`config.mk`:
```
export PLATFORM = sky130hd
export DESIGN_NAME = spi_load_bridge
export DESIGN_NICKNAME = d
export VERILOG_FILES = /design/src/rtl/spi_load_bridge.sv
export SDC_FILE = /design/constraint.sdc
export NUM_CORES = 1
export LEC_CHECK = 0
export CORE_AREA = 3 3 107 109
export CTS_CLUSTER_SIZE = 12
export DETAILED_ROUTE_END_ITERATION = 12
export DIE_AREA = 0 0 110 112
export PLACE_DENSITY = 0.8
export SLEW_MARGIN = 20
export SYNTH_ARGS = -nofsm -noshare
export SYNTH_HDL_FRONTEND = slang
export SYNTH_SLANG_ARGS = --single-unit
```
`constraint.sdc`:
```
create_clock -name clk -period 4.4 [get_ports clk]
set_input_delay 0.44 -clock clk [delete_from_list [all_inputs] [get_ports clk]]
set_output_delay 0.44 -clock clk [all_outputs]
set_load 0.1 [all_outputs]
```
`src/rtl/spi_load_bridge.sv`:
```
// SPI-to-RAM load bridge: decodes ESP32 SPI cycles into control/status registers and
// RAM accesses, buffering RAM writes in a FIFO that drains while the CPU is held in wait.
`timescale 1ns/1ps
module spi_load_bridge #(
    parameter int unsigned FIFO_DEPTH = 4,
    parameter logic [7:0]  CTRL_RESET = 8'h00
) (
    input  logic        clk,
    input  logic        reset_n,
    input  logic        spi_wr,
    input  logic        spi_rd,
    input  logic [31:0] spi_addr,
    input  logic [7:0]  spi_di,
    output logic [7:0]  spi_do,
    input  logic [15:0] cpu_addr,
    input  logic [7:0]  cpu_dout,
    input  logic        cpu_we,
    output logic        ram_we,
    output logic [15:0] ram_addr,
    output logic [7:0]  ram_din,
    input  logic [7:0]  ram_dout,
    output logic        cpu_wait_n,
    output logic        cpu_reset,
    output logic [7:0]  ctrl,
    output logic        busy
);
    localparam int unsigned AW = $clog2(FIFO_DEPTH);
    localparam int unsigned PW = AW + 1;
    localparam int unsigned DW = 8;
    localparam int unsigned RAW = 16;
    localparam int unsigned EW = RAW + DW;

    logic [EW-1:0] fifo_mem [FIFO_DEPTH];
    logic [PW-1:0] wr_ptr;
    logic [PW-1:0] rd_ptr;
    logic [PW-1:0] occupancy;
    logic          fifo_empty;
    logic          fifo_full;
    logic          overflow;
    logic          ram_rd_pend;
    logic [EW-1:0] head;

    logic          sel_ram;
    logic          sel_reg;
    logic          load_mode;
    logic          ram_wr_req;
    logic          ram_rd_req;
    logic          reg_wr_req;
    logic          dir_rd_req;
    logic          push;
    logic          drain;
    logic [DW-1:0] reg_rdata;
    logic          unused_addr_bits;

    assign unused_addr_bits = ^spi_addr[23:16];

    // Bus decode; a read issued together with a write is dropped.
    assign sel_ram    = (spi_addr[31:24] == 8'h00);
    assign sel_reg    = (spi_addr[31:24] == 8'hFF);
    assign ram_wr_req = spi_wr & sel_ram;
    assign reg_wr_req = spi_wr & sel_reg;
    assign ram_rd_req = spi_rd & ~spi_wr & sel_ram;
    assign dir_rd_req = spi_rd & ~spi_wr & ~sel_ram;

    // Pointers carry one extra wrap bit so full and empty differ only in the MSB.
    assign occupancy  = wr_ptr - rd_ptr;
    assign fifo_empty = (wr_ptr == rd_ptr);
    assign fifo_full  = (wr_ptr[AW] != rd_ptr[AW]) && (wr_ptr[AW-1:0] == rd_ptr[AW-1:0]);
    assign head       = fifo_mem[rd_ptr[AW-1:0]];

    assign load_mode  = ctrl[1];
    assign busy       = ~fifo_empty;
    assign cpu_reset  = ctrl[0];
    assign push       = ram_wr_req & ~fifo_full;
    assign drain      = (load_mode | busy) & ~fifo_empty & ~ram_rd_req;

    always_comb begin
        reg_rdata = 8'h00;
        if (sel_reg) begin
            if (spi_addr[7:0] == 8'h00) begin
                reg_rdata = ctrl;
            end else if (spi_addr[7:0] == 8'h01) begin
                reg_rdata = {overflow, 2'b00, 5'(occupancy)};
            end
        end
    end

    // Port A arbitration: SPI read, then FIFO drain, then the CPU.
    always_comb begin
        ram_we   = 1'b0;
        ram_addr = cpu_addr;
        ram_din  = cpu_dout;
        if (ram_rd_req) begin
            ram_addr = spi_addr[15:0];
        end else if (drain) begin
            ram_we   = 1'b1;
            ram_addr = head[EW-1:DW];
            ram_din  = head[DW-1:0];
        end else begin
            ram_we   = cpu_we & ~load_mode & ~busy;
        end
    end

    always_ff @(posedge clk) begin
        if (push) begin
            fifo_mem[wr_ptr[AW-1:0]] <= {spi_addr[15:0], spi_di};
        end
    end

    always_ff @(posedge clk or negedge reset_n) begin
        if (!reset_n) begin
            wr_ptr   <= '0;
            rd_ptr   <= '0;
            overflow <= 1'b0;
        end else begin
            if (push) begin
                wr_ptr <= wr_ptr + PW'(1);
            end
            if (drain) begin
                rd_ptr <= rd_ptr + PW'(1);
            end
            if (ram_wr_req && fifo_full) begin
                overflow <= 1'b1;
            end else if (reg_wr_req && (spi_addr[7:0] == 8'h01) && spi_di[0]) begin
                overflow <= 1'b0;
            end
        end
    end

    // Control register, wait handshake and SPI read-data return.
    always_ff @(posedge clk or negedge reset_n) begin
        if (!reset_n) begin
            ctrl        <= CTRL_RESET;
            cpu_wait_n  <= ~CTRL_RESET[1];
            spi_do      <= 8'h00;
            ram_rd_pend <= 1'b0;
        end else begin
            if (reg_wr_req && (spi_addr[7:0] == 8'h00)) begin
                ctrl <= spi_di;
            end
            cpu_wait_n  <= ~(load_mode | busy);
            ram_rd_pend <= ram_rd_req;
            if (dir_rd_req) begin
                spi_do <= reg_rdata;
            end else if (ram_rd_pend) begin
                spi_do <= ram_dout;
            end
        end
    end

endmodule

```
* After elaboration in Yosys (flattened, before gate mapping)
Memory sizes are Yosys's and may differ from the RTL's.
Cells that the tools add are included.
** Storage, ports and cells
- Bits in writable memories :: 96
- Input port bits :: 77
- Output and inout port bits :: 44
- Memories :: 1
- Bits in registers :: 25
- Logic and storage cells :: 58
** Memory list
- fifo_mem :: depth 4, width 24, read ports 1, clocked after memory_dff 0, write ports 1, RTL line 33 : logic [EW-1:0] fifo_mem [FIFO_DEPTH];
** Cells by class
- Equal/unequal tests :: 5
- Mux-type cells :: 15
- Reductions and logical operators :: 9
- Bitwise logic cells :: 18
- Add/subtract/negate cells :: 3
** Operators by type and width (count)
- 2-to-1 mux 8 bit :: 7
- 2-to-1 mux 16 bit :: 2
- zero test 8 bit :: 2
- bitwise AND 1 bit :: 10
- == test 8 x 1 -> 1 bit (second input constant) :: 1
- == test 8 bit (second input constant) :: 1
- NOT 1 bit :: 7
- adder 3 x 1 -> 3 bit (second input constant) :: 2
- 2-to-1 mux 1 bit :: 6
- logical AND 1 bit :: 5
- nonzero test 2 bit :: 2
- == test 3 bit :: 1
- subtractor 3 bit :: 1
- == test 2 bit :: 1
- != test 1 bit :: 1
- OR 1 bit :: 1

* Longest topological paths before layout
Gate-level depths: netlist (run 1).
- Word-level depth :: 7
- Mapped depth :: 10
- Mapped depth without buffers :: 7

* Least setup slack after synthesis (run 1)
No wires, ideal clock.
- Path type :: register -> output
- From :: register rd_ptr[1]
- To :: output ram_addr[0]
- Cell stages (with the launch flop) :: 11
- Arrival :: 4559 ps
- Path slack :: -599 ps
- Cell sequence :: dfrtp_1 clkbuf_1 clkbuf_1 inv_1 ha_1 nand2_1 nor2_1 inv_2 buf_2 mux2i_1 o21ai_0
** On the way
- Cells in the longest elaborated chain, start to end :: 7
- Elaborated cells between the ends (all ways) :: 8
- Classes of those cells :: eq/ne (1); mux (2); bitwise (4); memory (1)
** Ends and longest elaborated chain
- start: declaration :: RTL line 35 : logic [PW-1:0] rd_ptr;
- start signal: assignment :: RTL line 120 : rd_ptr <= rd_ptr + PW'(1);
- == test 3 bit * :: RTL line 67 : assign fifo_empty = (wr_ptr == rd_ptr);
- NOT 1 bit * :: RTL line 72 : assign busy = ~fifo_empty;
- net busy :: RTL line 25 : output logic busy
- OR 1 bit :: RTL line 75 : assign drain = (load_mode | busy) & ~fifo_empty & ~ram_rd_req;
- bitwise AND 1 bit * (2 in a row) :: RTL line 75
- 2-to-1 mux 16 bit * :: RTL line 95 : end else if (drain) begin
- 2-to-1 mux 16 bit * :: RTL line 93 : if (ram_rd_req) begin
- end: declaration :: RTL line 19 : output logic [15:0] ram_addr,
Mark *: on every way through the listed nets, which the timed path passes. The rest lies on a longest branch.

* Worst setup path after layout (run 1)
- From :: register rd_ptr[1]
- To :: output ram_addr[0]
** On the way
- Cells in the longest elaborated chain, start to end :: 7
- Elaborated cells between the ends (all ways) :: 8
- Classes of those cells :: eq/ne (1); mux (2); bitwise (4); memory (1)
** Ends and longest elaborated chain (RTL line)
- == test 3 bit :: 67
- NOT 1 bit :: 72, 75
- OR 1 bit :: 75
- bitwise AND 1 bit (2 in a row) :: 75
- 2-to-1 mux 16 bit * :: 95
- 2-to-1 mux 16 bit * :: 93
Every way passes the cells marked *; elsewhere a longest branch is shown, timed or not.

==> results.md, run 1 <==
- IO buf count: 112
- Number of global-route vias before repair: 3,408
- Pwr/cell area: 695 nW/um^2
- Fillers: 708
- DRT Pass-1 Iters: 4
- Post-route minimum period: 3440 ps
- Die H: 112 um
- Final net count: 516
- Tightest Pin Transition: 1000 ps
- Run status: finished clean
- Placed Area: 6570 sq um
- Mapped Area: 5210 sq um
- Commonest cells after routing, fill and taps aside: edfxtp_1, clkdlybuf4s50_1, mux2i_1
- Compound-Gate Fraction of Synth Area: 0.0350
- Post-synthesis net count: 388
- Worst path required time: 3960 ps
- Final hold slack: 471 ps
- RSZ-0062 raised after global routing: false
- Layout cells sized above 1: 0.255
- CTS Buffer Depth: 2
- Type of the tightest min-delay check: in2async
- CTS root buffer: clkbuf_8
- CP startpoint kind: register
- Max Cap Viol: 0
- Pins Over Slew Limit: 0
- Flop-to-flop setup slack: 1440 ps
- Flip-flop and latch count after synthesis: 121
- XOR/XNOR Fraction of Synth Area: 0.0118
- CTS buffer count: 17
- Async SR Flop Fraction: 0.207
- Post-synth top flop: edfxtp_1
- TNS Setup: 0 ps
- Sequential cell area: 3510 sq um
- Proportion of synthesized area in mux cells: 0.193
- Cell variety after synth: 36
- DR iter-0 viols: 171
- Syn_area_per_cell: 17.2 sq um
- CP Capture Type: output pin
- Most common cell after layout, fill and taps aside: edfxtp_1
- GRT Residual Overflow: 0
- Sink Count: 121
- Max rail drop VDD: 0.494 mV
- Gpl congestion: 0.828
- Initial Util: 0.487
- H-tree level count: 4
- Fin crit share: 0.782
- Routed Antenna Nets: 0
- Initial antenna violation count: 0
- Via count: 3,172
- Crit-path max FO: 27
- Post-CTS sizing: 0
- Final worst-path setup slack: 958 ps
- Antenna diode count: 0
- # IOs: 121
- Clk_skew: 5.65 ps
- WL final: 11,500 um
- Placement row count: 38
- Worst R2R Path Depth: 7
- Post-synth EDFFs: 96
- Clk slew on worst S/H paths: 60 ps
- Clk Latency, worst-skew pair: 510 ps
- Chip Width: 110 um
- Fmax: 290 MHz
- Kind of critical path: reg2out
- Multi-input logic area: 1620 sq um
- Relative slew slack: 0.329
- RR Endpoint: fifo_mem[3][0]$_DFFE_PP_
- Synthesized instance count: 303
- Seq/Total Area, Yosys: 0.673
- CTS tree: yes
- FF-to-FF Start: rd_ptr[1]$_DFFE_PN0N_
- Post-route cell area: 7160 sq um
- Leakage: 0.00264 uW
- Global Route Usage Sum: 0.201
- Core area: 10,700 sq um
- Combinational family with the most area after synthesis: multiplexers
- Final Hold Fails: 0
- Vias per cell: 5.43
- # setup viols final: 0
- WL/cell: 19.7 um
- Critical Path AT: 3000 ps
- Simple-Gate Fraction of Synth Area: 0.0492
- # DRC: 0
- YS warnings: 0
- Full die area: 12,300 sq um
- Final HPWL DP: 7730 um
- Adder-Cell Fraction of Synth Area: 0.0206
- Largest net degree at the start of global routing: 32
- Area Growth Syn to Fin: 37.3%
- First-pass GRT wire length: 18,300 um
- Pre-CTS setup slack: 1300 ps
metrics by stage:
step	std cells	total power, uW	utilization
global placement	551	3680	0.615
global route	584	5140	0.669
floorplan	303	3070	-
CTS	584	5020	0.669
finish	584	4970	0.669
detailed placement	551	3690	0.614
timing repair:
| action | 4_1_cts | 5_1_grt |
|---|---|---|
| hold buffers | 1 | 0 |
| buffers inserted | 0 | 0 |
| hold endpoints to repair | 24 | 0 |
sequential cells by signal, indices dropped and copies added (netlist names):
signal,flops
ctrl,8
overflow,1
rd_ptr,3
spi_do,8
wr_ptr,3
cpu_wait_n,1
fifo_mem,96
ram_rd_pend,1
critical path: stages, from the launching register on:
cell and delay, ps:
dfrtp_1 340, buf_4 360, inv_1 140, ha_1 290, nand2_1 80, nor2_1 290, inv_2 310, mux2i_1 190
o21ai_1 170, buf_4 310
area by class of cell:
cell class              instances  area share
well taps                     140      0.0245
inverters                      10     0.00525
flip-flops and latches        121       0.491
clock inverters                14      0.0208
multi-input cells             160       0.227
repair buffers                121       0.172
clock buffers                  18      0.0598
layer usage:
layer | track usage | part of all wire | vias to the layer above
met5 | 0 | 0 | -
met4 | 0.0632 | 0.0074 | 0
met3 | 0.0545 | 0.075 | 10
met2 | 0.324 | 0.52 | 121
met1 | 0.267 | 0.40 | 1581
li1 | - | - | 1460
cell families after synthesis:
| kind of cell | count (synthesis) |
|---|---|
| flops | 121 |
| mux | 68 |
| simple gates | 47 |
| compound gates | 30 |
| buf+inv | 22 |
| fa+ha+maj | 8 |
| xor+xnor | 7 |
power breakdown:
part           leakage (uW)  switching (uW)  internal, uW
sequential          0.00120            15.0          1260
clock              0.000274             497           821
combinational       0.00117            1640           738
total               0.00264            2150          2820
synth_stat cells (all sizes together), types with 5 or more instances:
master / n / share of area
edfxtp: 96 / 0.55
mux2i: 26 / 0.050
dfrtp: 24 / 0.12
mux4: 24 / 0.10
nand2: 19 / 0.014
mux2: 18 / 0.039
o21ai: 16 / 0.015
inv: 10 / 0.0072
nor2: 10 / 0.0077
ha: 7 / 0.017
buf: 6 / 0.0060
clkbuf: 6 / 0.0043
or4: 5 / 0.0094
worst max path at each step:
stage / to / cells after the start / start / slack, ps
floorplan: ram_addr[0] / 10 / rd_ptr[1]$_DFFE_PN0N_ / 150
global placement: fifo_mem[3][2]$_DFFE_PP_ / 5 / spi_addr[24] / 1340
detailed placement: ram_addr[2] / 7 / spi_addr[24] / 1300
CTS: ram_din[3] / 8 / rd_ptr[1]$_DFFE_PN0N_ / 890
global route: ram_addr[6] / 9 / rd_ptr[1]$_DFFE_PN0N_ / 760
finish: ram_addr[0] / 9 / rd_ptr[1]$_DFFE_PN0N_ / 960
No activity file was read; power rests on OpenSTA's default activity.
==> run 2, diff against run 1 <==
- clock period: 4.4 -> 3.6 ns (I/O delays scaled with it)
==> results.md, run 2 (synthesized netlist as in run 1, its figures left out) <==
- Sw power: 2790 uW (+29%)
- Clk_skew: 14.2 ps (+8.58 ps)
- Area Growth Syn to Fin: 45.1%
- FF-to-FF Start: wr_ptr[0]$_DFFE_PN0P_
- Placement row count: 38 (unchanged)
- Most common cell after layout, fill and taps aside: edfxtp_1
- Core area: 10,700 sq um (unchanged)
- CTS root buffer: clkbuf_8
- CTS buffer count: 17 (unchanged)
- CTS Buffer Depth: 2 (unchanged)
- Combinational Power Share: 0.509 (+0.031)
- CP startpoint: wr_ptr[0]$_DFFE_PN0P_
- Crit-path max FO: 18 (-33%)
- Chip Width: 110 um (unchanged)
- Routed Antenna Nets: 0 (unchanged)
- Switching share of power: 0.414 (-0.0188)
- Critical Path AT: 2770 ps (-230 ps)
- Number of global-route vias before repair: 3,514 (+3.1%)
- Initial antenna violation count: 0 (unchanged)
- Final Hold Fails: 0 (unchanged)
- Flop-to-flop setup slack: 1030 ps (-410 ps)
- DRT Pass-1 Iters: 4 (unchanged)
- RSZ-0062 raised after global routing: false
- Sink Count: 121 (unchanged)
- Run status: finished clean
- CP Capture Type: output pin
- Pins Over Slew Limit: 0 (unchanged)
- Clk Latency, worst-skew pair: 520 ps (about the same)
- Initial Util: 0.487 (unchanged)
- Worst R2R Path Depth: 6 (-1)
- GRT Residual Overflow: 0 (unchanged)
- Tightest Pin Transition: 1060 ps (+55.4 ps)
- Clock power frac: 0.259 (-0.006)
- Vias per cell: 5.47 (+0.78%)
- TNS Setup: 0 ps (unchanged)
- Global Route Usage Sum: 0.215 (+0.0138)
- Layout cells sized above 1: 0.296 (+0.0417)
- CTS tree: yes
- Fmax: 320 MHz
- Gpl congestion: 0.813 (-1.9%)
- # DRC: 0 (unchanged)
- # IOs: 121 (unchanged)
- Final HPWL DP: 8030 um (+3.8%)
- Max rail drop VDD: 0.513 mV (+3.9%)
- Worst setup path end: ram_addr[5]
- Pwr/cell area: 890 nW/um^2 (+28%)
- Post-route minimum period: 3130 ps
- WL final: 12,300 um (+6.6%)
- Worst path required time: 3240 ps (-720 ps)
- Post-CTS setup repair buffer count: 0 (unchanged)
- Max Cap Viol: 0 (unchanged)
- Type of the tightest min-delay check: in2async
- Final core utilization: 0.707 (+0.0380)
- IO buf count: 112 (unchanged)
- Largest net degree at the start of global routing: 36 (+13%)
- Fin crit share: 0.869
- DR iter-0 viols: 193 (+13%)
- Via count: 3,224 (+1.6%)
- CP startpoint kind: register
- Max FFs per register: 96 (unchanged)
- Kind of critical path: reg2out
- Post-route cell area: 7560 sq um (+5.7%)
- Placed Area: 6940 sq um (+5.6%)
- Full die area: 12,300 sq um (unchanged)
- # setup viols final: 0 (unchanged)
- H-tree level count: 4 (unchanged)
- Die H: 112 um (unchanged)
- Final net count: 521 (+0.97%)
- Seq pwr share: 0.232 (-0.025)
- RR Endpoint: fifo_mem[2][10]$_DFFE_PP_
- Antenna diode count: 0 (unchanged)
- Clk slew on worst S/H paths: 60 ps (about the same)
- Relative slew slack: 0.292 (-0.0370)
- Commonest cells after routing, fill and taps aside: edfxtp_1, clkdlybuf4s50_1, mux2i_1, buf_12, mux4_2
- First-pass GRT wire length: 19,400 um (+6.0%)
- Internal cell power: 3940 uW (+40%)
- WL/cell: 20.8 um (+5.7%)
- Leakage: 0.00280 uW (+5.9%)
## run 2: changes by cell type in the layout (fill, tap and decap cells not counted), moves of 2 or more
cell       delta
buf_12       +17
o21ai_1      -16
clkinv_4      -2
buf_4        -12
bufinv_16     +2
o21ai_4       +8
o21ai_2       +8
## run 2: worst min-delay path by stage
stage                              from                     to  cells past startpoint
global placement    ctrl[3]$_DFFE_PN0P_  spi_do[3]$_DFFE_PN0P_                      1
finish                          reset_n    ctrl[6]$_DFFE_PN0P_                      2
CTS                             reset_n    ctrl[6]$_DFFE_PN0P_                      2
floorplan                       reset_n    ctrl[0]$_DFFE_PN0P_                      0
detailed placement              reset_n    ctrl[6]$_DFFE_PN0P_                      1
global route                    reset_n    ctrl[6]$_DFFE_PN0P_                      2
## run 2: layout make-up
class	instances	area, sq um
inverters	10	37.5
multi-input cells	160	1740
repair buffers	126	1480
flip-flops and latches	121	3510
fillers	689	3140
clock inverters	15	199
clock buffers	17	414
well taps	140	175
## run 2: power groups by stage
stage	combinational [uW]	clock [uW]	sequential [uW]
floorplan	2230	0	1620
global placement	3400	0	1590
detailed placement	3440	0	1590
CTS	3460	1760	1560
global route	3550	1830	1560
finish	3430	1740	1560
## run 2: critical path: stages (launching register included)
cell and delay, ps:
dfrtp_1 440, inv_1 120, ha_1 310, nand2_1 90, nor2_1 310, inv_2 320, mux2i_1 370, o21ai_4 100
buf_12 190
## run 2: per-layer routing
layer | vias to the layer above | global-route usage | routed length, um
met1 | 1636 | 0.279 | 4920
met3 | 11 | 0.0591 | 662
met4 | 0 | 0.0623 | 95
met2 | 106 | 0.356 | 6580
met5 | - | 0 | 0
li1 | 1471 | - | -
## run 2: repair_timing
action / 4_1_cts / 5_1_grt
hold buffers: 1 / 0
resized for setup: 0 / 0
hold endpoints to repair: 24 / 0
## run 2: through the flow
stage / std cells / power, uW / hold WS, ps / worst slack, ps
after floorplan: 303 / 3850 / 64.4 / 154
after global placement: 556 / 4990 / 485 / 681
after detailed placement: 556 / 5020 / 399 / 615
after CTS: 589 / 6780 / 390 / 446
after global routing: 589 / 6940 / 438 / 332
final: 589 / 6730 / 399 / 473
